==> config.mk <==
export PLATFORM = sky130hd
export DESIGN_NAME = operand_to_bcd_flat
export DESIGN_NICKNAME = d
export VERILOG_FILES = /design/src/rtl/calc_pkg.sv /design/src/rtl/operand_to_bcd_if.sv /design/src/rtl/bcd_add3.sv /design/src/rtl/operand_to_bcd.sv /design/src/flat_wrapper.sv
export SDC_FILE = /design/constraint.sdc
export NUM_CORES = 1
export LEC_CHECK = 0
export CORE_ASPECT_RATIO = 0.75
export CORE_MARGIN = 2
export CORE_UTILIZATION = 50
export CTS_BUF_LIST = sky130_fd_sc_hd__clkbuf_8
export DETAILED_ROUTE_END_ITERATION = 12
export PLACE_DENSITY_LB_ADDON = 0.12
export SLEW_MARGIN = 20
export SYNTH_ARGS = -nofsm -noshare
export SYNTH_HDL_FRONTEND = slang
export SYNTH_HIERARCHICAL = 1
export SYNTH_SLANG_ARGS = --single-unit
==> constraint.sdc <==
create_clock -name clk -period 3.3 [get_ports clk]
set_input_delay 0.66 -clock clk [delete_from_list [all_inputs] [get_ports clk]]
set_output_delay 0.66 -clock clk [all_outputs]
set_load 0.01 [all_outputs]
==> src/rtl/calc_pkg.sv <==
// ============================================================================
//  Module   : calc_pkg
//  Purpose  : Shared types and helpers for the binary-to-BCD conversion path.
//             Provides the converter state enum, the BCD digit type and the
//             scratch-digit sizing function.
//  Revision : 1.0 - initial release
// ============================================================================
`default_nettype none

package calc_pkg;

    // Converter sequencing states.
    typedef enum logic [0:0] {
        IDLE  = 1'b0,
        SHIFT = 1'b1
    } state_t;

    // One packed BCD digit.
    typedef logic [3:0] bcd_digit_t;

    // Number of BCD digits needed to hold any WIDTH-bit unsigned value:
    // ceil(width * log10(2)). log10(2) is approximated as 0.30103, which is
    // exact enough for every practical width (10 digits for width 32).
    function automatic int scratch_digits(input int width);
        return (width * 30103 + 99999) / 100000;
    endfunction

endpackage

`default_nettype wire

==> src/rtl/operand_to_bcd_if.sv <==
// ============================================================================
//  Module   : operand_to_bcd_if
//  Purpose  : Bundle between the operand source and the BCD converter.
//  Ports    : bin      - unsigned operand (master -> slave)
//             start    - conversion request (master -> slave)
//             digits   - BCD digits, digits[0] = ones (slave -> master)
//             overflow - last value was >= 10^DIGITS (slave -> master)
//             busy     - conversion in progress (slave -> master)
//             done     - one-cycle pulse, new digits valid (slave -> master)
//  Revision : 1.0 - initial release
// ============================================================================
`default_nettype none

interface operand_to_bcd_if
    import calc_pkg::*;
#(
    parameter int WIDTH  = 32,
    parameter int DIGITS = 4
);

    logic [WIDTH-1:0]        bin;
    logic                    start;
    bcd_digit_t [DIGITS-1:0] digits;
    logic                    overflow;
    logic                    busy;
    logic                    done;

    modport master (
        output bin,
        output start,
        input  digits,
        input  overflow,
        input  busy,
        input  done
    );

    modport slave (
        input  bin,
        input  start,
        output digits,
        output overflow,
        output busy,
        output done
    );

endinterface

`default_nettype wire

==> src/rtl/bcd_add3.sv <==
// ============================================================================
//  Module   : bcd_add3
//  Purpose  : Double-dabble digit correction. Adds 3 to a BCD digit of 5 or
//             more so that the following left shift carries into the next
//             decimal digit correctly. Purely combinational.
//  Ports    : d - input digit
//             y - corrected digit
//  Revision : 1.0 - initial release
// ============================================================================
`default_nettype none

module bcd_add3
    import calc_pkg::*;
(
    input  wire bcd_digit_t d,
    output bcd_digit_t      y
);

    // Digits only ever reach 9 before correction, so the 4-bit sum never wraps.
    assign y = (d >= 4'd5) ? bcd_digit_t'(d + 4'd3) : d;

endmodule

`default_nettype wire

==> src/rtl/operand_to_bcd.sv <==
// ============================================================================
//  Module   : operand_to_bcd
//  Purpose  : Sequential binary-to-BCD converter (shift-and-add-3). Converts
//             the full WIDTH-bit operand one bit per clock and exports the
//             DIGITS least-significant decimal digits plus an overflow flag.
//             Output digits change only on completion, all at once.
//  Ports    : clk     - system clock, rising edge
//             reset_n - asynchronous active-low reset
//             bus     - operand_to_bcd_if slave (bin, start, digits,
//                       overflow, busy, done)
//  Revision : 1.0 - initial release
// ============================================================================
`default_nettype none

module operand_to_bcd
    import calc_pkg::*;
#(
    parameter int WIDTH  = 32,
    parameter int DIGITS = 4,
    parameter bit AUTO   = 1'b1
)(
    input  wire logic       clk,
    input  wire logic       reset_n,
    operand_to_bcd_if.slave bus
);

    localparam int SD    = scratch_digits(WIDTH);
    localparam int CNT_W = (WIDTH > 1) ? $clog2(WIDTH) : 1;
    localparam logic [CNT_W-1:0] LAST_STEP = CNT_W'(WIDTH - 1);

    state_t                  r_state;
    logic [WIDTH-1:0]        r_shift;
    logic [WIDTH-1:0]        r_last_bin;
    logic [4*SD-1:0]         r_scratch;
    logic [CNT_W-1:0]        r_cnt;
    bcd_digit_t [DIGITS-1:0] r_digits;
    logic                    r_overflow;
    logic                    r_busy;
    logic                    r_done;

    logic [4*SD-1:0]         w_adj;
    logic [4*SD+WIDTH-1:0]   w_shifted;
    logic [4*SD-1:0]         w_next_scratch;
    logic [WIDTH-1:0]        w_next_shift;
    logic                    w_high_nz;
    logic                    w_trigger;

    // Per-digit add-3 correction ahead of the shift.
    generate
        for (genvar gi = 0; gi < SD; gi++) begin : g_add3
            bcd_add3 u_add3 (
                .d (r_scratch[4*gi +: 4]),
                .y (w_adj[4*gi +: 4])
            );
        end
    endgenerate

    // Adjusted scratch and binary shift register move left together as one word.
    assign w_shifted      = {w_adj, r_shift} << 1;
    assign w_next_scratch = w_shifted[4*SD+WIDTH-1:WIDTH];
    assign w_next_shift   = w_shifted[WIDTH-1:0];

    // Any nonzero digit beyond the exported ones means value >= 10^DIGITS.
    always_comb begin
        w_high_nz = 1'b0;
        for (int i = DIGITS; i < SD; i++) begin
            w_high_nz = w_high_nz | (w_next_scratch[4*i +: 4] != 4'd0);
        end
    end

    // An explicit start and an AUTO change in the same cycle collapse into one request.
    assign w_trigger = bus.start | (AUTO & (bus.bin != r_last_bin));

    always_ff @(posedge clk or negedge reset_n) begin
        if (!reset_n) begin
            r_state    <= IDLE;
            r_shift    <= '0;
            r_last_bin <= '0;
            r_scratch  <= '0;
            r_cnt      <= '0;
            r_digits   <= '0;
            r_overflow <= 1'b0;
            r_busy     <= 1'b0;
            r_done     <= 1'b0;
        end else begin
            r_done <= 1'b0;
            case (r_state)
                IDLE: begin
                    if (w_trigger) begin
                        r_state    <= SHIFT;
                        r_shift    <= bus.bin;
                        r_last_bin <= bus.bin;
                        r_scratch  <= '0;
                        r_cnt      <= '0;
                        r_busy     <= 1'b1;
                    end
                end
                SHIFT: begin
                    r_scratch <= w_next_scratch;
                    r_shift   <= w_next_shift;
                    r_cnt     <= r_cnt + CNT_W'(1);
                    if (r_cnt == LAST_STEP) begin
                        // Final shift: publish digits and flag in the same edge.
                        r_state    <= IDLE;
                        r_busy     <= 1'b0;
                        r_done     <= 1'b1;
                        r_digits   <= w_next_scratch[4*DIGITS-1:0];
                        r_overflow <= w_high_nz;
                    end
                end
                default: r_state <= IDLE;
            endcase
        end
    end

    assign bus.digits   = r_digits;
    assign bus.overflow = r_overflow;
    assign bus.busy     = r_busy;
    assign bus.done     = r_done;

endmodule

`default_nettype wire

==> src/flat_wrapper.sv <==
// flat-port wrapper written by rule: the top's interface ports become plain ports
module operand_to_bcd_flat import calc_pkg::*;
#(
    parameter int WIDTH  = 32,
    parameter int DIGITS = 4,
    parameter bit AUTO   = 1'b1
)
  (clk, reset_n, bus_bin, bus_start, bus_digits, bus_overflow, bus_busy, bus_done);
  operand_to_bcd_if #(.WIDTH(WIDTH), .DIGITS(DIGITS)) bus_i ();
  input  wire logic clk;
  input  wire logic reset_n;
  input wire logic [$bits(bus_i.bin)-1:0] bus_bin;
  input wire logic [$bits(bus_i.start)-1:0] bus_start;
  output wire logic [$bits(bus_i.digits)-1:0] bus_digits;
  output wire logic [$bits(bus_i.overflow)-1:0] bus_overflow;
  output wire logic [$bits(bus_i.busy)-1:0] bus_busy;
  output wire logic [$bits(bus_i.done)-1:0] bus_done;
  assign bus_i.bin = bus_bin;
  assign bus_i.start = bus_start;
  assign bus_digits = bus_i.digits;
  assign bus_overflow = bus_i.overflow;
  assign bus_busy = bus_i.busy;
  assign bus_done = bus_i.done;
  operand_to_bcd #(.WIDTH(WIDTH), .DIGITS(DIGITS), .AUTO(AUTO)) u_core (.clk(clk), .reset_n(reset_n), .bus(bus_i));
endmodule
Word-level counts from Yosys, hierarchy flattened. Index checks and enable logic that the tools add are counted.

Input bits: 35. Register bits after elaboration: 129. Word-level logic and storage cells: 77.

Mux-type cells: 24. Order comparisons: 10. Reduce and logical (&&, ||, !) cells: 9. Equality and inequality tests: 4. Bitwise logic cells: 7. Add/sub/neg operators: 11.

Operators by type and width (count): 40-bit case mux with 2 select lines (1); 32-bit case mux with 2 select lines (1); 4-bit by 3-bit greater-or-equal comparator with 1-bit output (second input constant) (10); 40-bit 2-to-1 mux (1); 4-bit by 2-bit adder with 4-bit output (second input constant) (9); 4-bit 2-to-1 mux (9); 32-bit 2-to-1 mux (1); 32-bit inequality test (1); 4-bit nonzero test (6); 5-bit case mux with 2 select lines (1); 1-bit 2-to-1 mux (6); 1-bit OR (6); 2-bit AND reduction (3); 5-bit by 1-bit adder with 5-bit output (second input constant) (1); 5-bit equality test (second input constant) (1); 5-bit 2-to-1 mux (1); 1-bit case mux with 2 select lines (2); 3-bit by 2-bit adder with 3-bit output (second input constant) (1); 3-bit 2-to-1 mux (1); 2-bit by 1-bit inequality test with 1-bit output (second input constant) (1); 2-bit inequality test (second input constant) (1); 1-bit inverter (1).

Longest topological paths before layout.
Depth after elaboration: 8. Depth in mapped cells: 9. Gate-level depth less buffers: 9.

By module. The synthesis kept the hierarchy.

Modules (own cells, without submodules): operand_to_bcd (cells each 536, area an instance 6015.8 um^2, instances 1); bcd_add3 (cells each 16, area an instance 101.3 um^2, instances 10).

Least setup slack after synthesis. Ideal clock, no wire load.

Kind: input port to flip-flop. From: in bus_bin[10]. To: reg u_core.r_last_bin[0]. Setup time: 0.125 ns. Setup slack: 0.874 ns. Buffers on the path: 2. Data required time: 3.175 ns. Arrival: 2.301 ns. Cell stages on the path: 7. Cells stage by stage: xnor2_1 nand4_1 or4_1 buf_2 o31ai_4 buf_6 mux2_2.

Cells in the longest elaborated chain, start to end: 3.

RTL lines: start: declaration (RTL line flat_wrapper.sv:12) `input wire logic [$bits(bus_i.bin)-1:0] bus_bin;`; 32-bit inequality test (RTL line operand_to_bcd.sv:72) `assign w_trigger = bus.start | (AUTO & (bus.bin != r_last_bin));`; 1-bit OR (RTL line operand_to_bcd.sv:72); 2-bit AND reduction (no line); end signal: assignment (RTL line operand_to_bcd.sv:92) `r_last_bin <= bus.bin;`; end: declaration (RTL line operand_to_bcd.sv:33) `logic [WIDTH-1:0] r_last_bin;`.

No other way between the ends. A chain may end at the register's enable or synchronous reset.

Worst setup path in the final report.
From: in bus_bin[31]. To: reg u_core.r_last_bin[13].

The elaborated chain is that of the path after synthesis.

==> reports/qor.txt <==
status = completed
Final Skew = 0.0156 ns
hpwl dp = 10900 um
Total Die Area = 15000 um2
worst path required time = 3.63 ns
die height = 107 um
cts hold-fix bufs = 0
first-pass GRT wire length = 28500 um
CP Class = primary input to flop
largest net degree at the start of global routing = 84
average wire per standard cell = 18.5 um
synth warn = 6
diodes inserted = 0
CTS resizes = 0
Die X = 141 um
Power Density = 545 nW/um2
synthesized netlist cell count = 692
LEAKAGE = 3.36 nW
root buf cell = clkbuf_8
CTS max path bufs = 2
relative slew slack = 40.8%
Num CTS Buffers = 17
CTS tree = yes
startpoint types = primary input
vias = 5570
Post-Syn Area = 7010 um2
clk slew on worst S/H paths = 0.09 ns
area of the multi-input gates = 3470 um2
GRT Util Overall = 24.0%
setup TNS = 0 ns
drt pass-1 iters = 5
Post-layout nets = 785
Final min period = 2.72 ns
Post-CTS Setup Inserts = 0
Hold Vio Cnt, Final = 0
Worst Hold Slack = 0.224 ns
# rows = 37
Hold Path Class = primary input to async pin
Worst Setup EP = u_core/r_last_bin[13]
CTS Sinks = 129
worst-margin pin slew = 0.886 ns
I/O pin count = 54
Reg2Reg Launch Point = u_core/r_last_bin[23]
RSZ-0062 raised after global routing = false
fin crit share = 82.4%
via/cell ratio = 6.08
htree depth = 4
max-cap violations = 0
Slew Limit Fails = 0
Crit. End Element = flop
PortBufs = 53
Cell Chain, Critical Path = clkdlybuf4s50_1 > xnor2_1 > nand4_1 > or4_1 > o31ai_4 > buf_12 > mux2_2
Setup crit start = bus_bin[31]
Iter 0 DRT Violations = 405
vias in the first global route = 5563
gpl congestion = 0.806
Crit-path slowest cell = or4_1
clock latency on the worst-skew pair = 0.45 ns
WL final = 16900 um
final setup violation count = 0
PnR Total Power = 4.43 mW
WP data arrival = 3.05 ns
Final ANT Viol Nets = 0
layout cells sized above 1 = 15.5%
fmax = 368 MHz
filler cell count in the final layout = 1162
Syn Nets = 749
critical path peak fanout = 16
starting density of the core = 51.2%
GR Overflow Total = 0
initial antenna violation count = 0
DRC = 0
Layout area overhead = 15.9%
R2R Setup Slk = 0.90 ns
Slowest Stage Delay on Critical Path = 0.63 ns
syn avg cell area = 10.1 um2
worst reg2reg path depth = 7
Reg2Reg Capture Point = u_core/r_last_bin[13]
Max VDD drop = 0.449 mV
area of the core = 13700 um2
Reg area = 3230 um2
[worst min-delay path by stage]
stage / start / to / slack, ns / cells past startpoint
2_1_floorplan: reset_n / u_core/bus.busy / 0.36 / 0
3_3_place_gp: u_core/bus.overflow / u_core/bus.overflow / 0.48 / 2
3_5_place_dp: u_core/bus.overflow / u_core/bus.overflow / 0.49 / 2
4_1_cts: reset_n / u_core/r_shift[21] / 0.25 / 1
5_1_grt: reset_n / u_core/r_shift[21] / 0.26 / 1
6_report: reset_n / u_core/r_shift[21] / 0.22 / 1
[per-stage QoR]
step	utilization [%]	cell area, um2	setup WS (ns)	std cells
after global placement	56.6	7750	0.179	884
after detailed placement	56.6	7750	0.134	884
after global routing	59.3	8130	0.487	916
final	59.3	8130	0.581	916
after CTS	59.3	8130	0.607	916
after floorplan	-	7010	0.874	692
[registers in the layout, summed over array words and instances, names as in the netlist]
register / count
u_core/r_last_bin: 32
u_core/r_shift: 32
u_core/r_scratch: 40
u_core/bus.digits: 16
u_core/r_cnt: 5
u_core/r_state: 1
u_core/bus.overflow: 1
u_core/bus.busy: 1
u_core/bus.done: 1
[routing by layer]
layer | share of wire, % | vias up | wire, um | global-route usage [%]
li1 | - | 2610 | - | -
met2 | 46 | 170 | 7780 | 35.9
met5 | 0 | - | 0 | 0
met4 | 1.3 | 0 | 228 | 7.57
met1 | 47 | 2768 | 7980 | 34.4
met3 | 5.5 | 22 | 936 | 6.08
[worst max-delay path, delay by kind of cell]
kind / cells / cell delay (ns)
buffers and inverters: 2 / 0.74
XOR/XNOR: 1 / 0.14
AO/OA/AOI/OAI: 1 / 0.32
multiplexers: 1 / 0.34
AND/OR/NAND/NOR: 2 / 0.84
[report_power, final]
group	switching (mW)	internal [mW]	leakage [nW]	total [mW]
Combinational	0.575	0.593	1.58	1.17
Sequential	0.182	1.80	1.60	1.99
Clock	0.675	0.600	0.184	1.27
Total	1.43	3.00	3.36	4.43
[placed cells by master (no fill, tap or decap), types with 5 or more instances in the layout]
master,instances
a21oi_2,10
a2bb2oi_1,31
a41oi_1,30
buf_12,5
buf_4,17
clkbuf_8,17
clkdlybuf4s50_1,52
clkinv_4,5
dfrtp_1,128
ha_1,22
inv_1,23
mux2_2,47
mux2i_1,11
nand2_1,88
nand2b_1,20
nand4_1,52
nor2_1,12
nor4_1,6
o21ai_0,52
o21ai_1,9
o31ai_1,31
xnor2_1,40
[cell type report]
cell class | instances | area share [%]
timing repair buffer | 74 | 9.21
clock buffer | 17 | 2.88
sequential | 129 | 39.8
inverter | 22 | 1.02
clock inverter | 15 | 1.68
tap | 175 | 2.69
multi-input combinational | 484 | 42.7
Note: power is estimated with default switching activity, not from simulation.
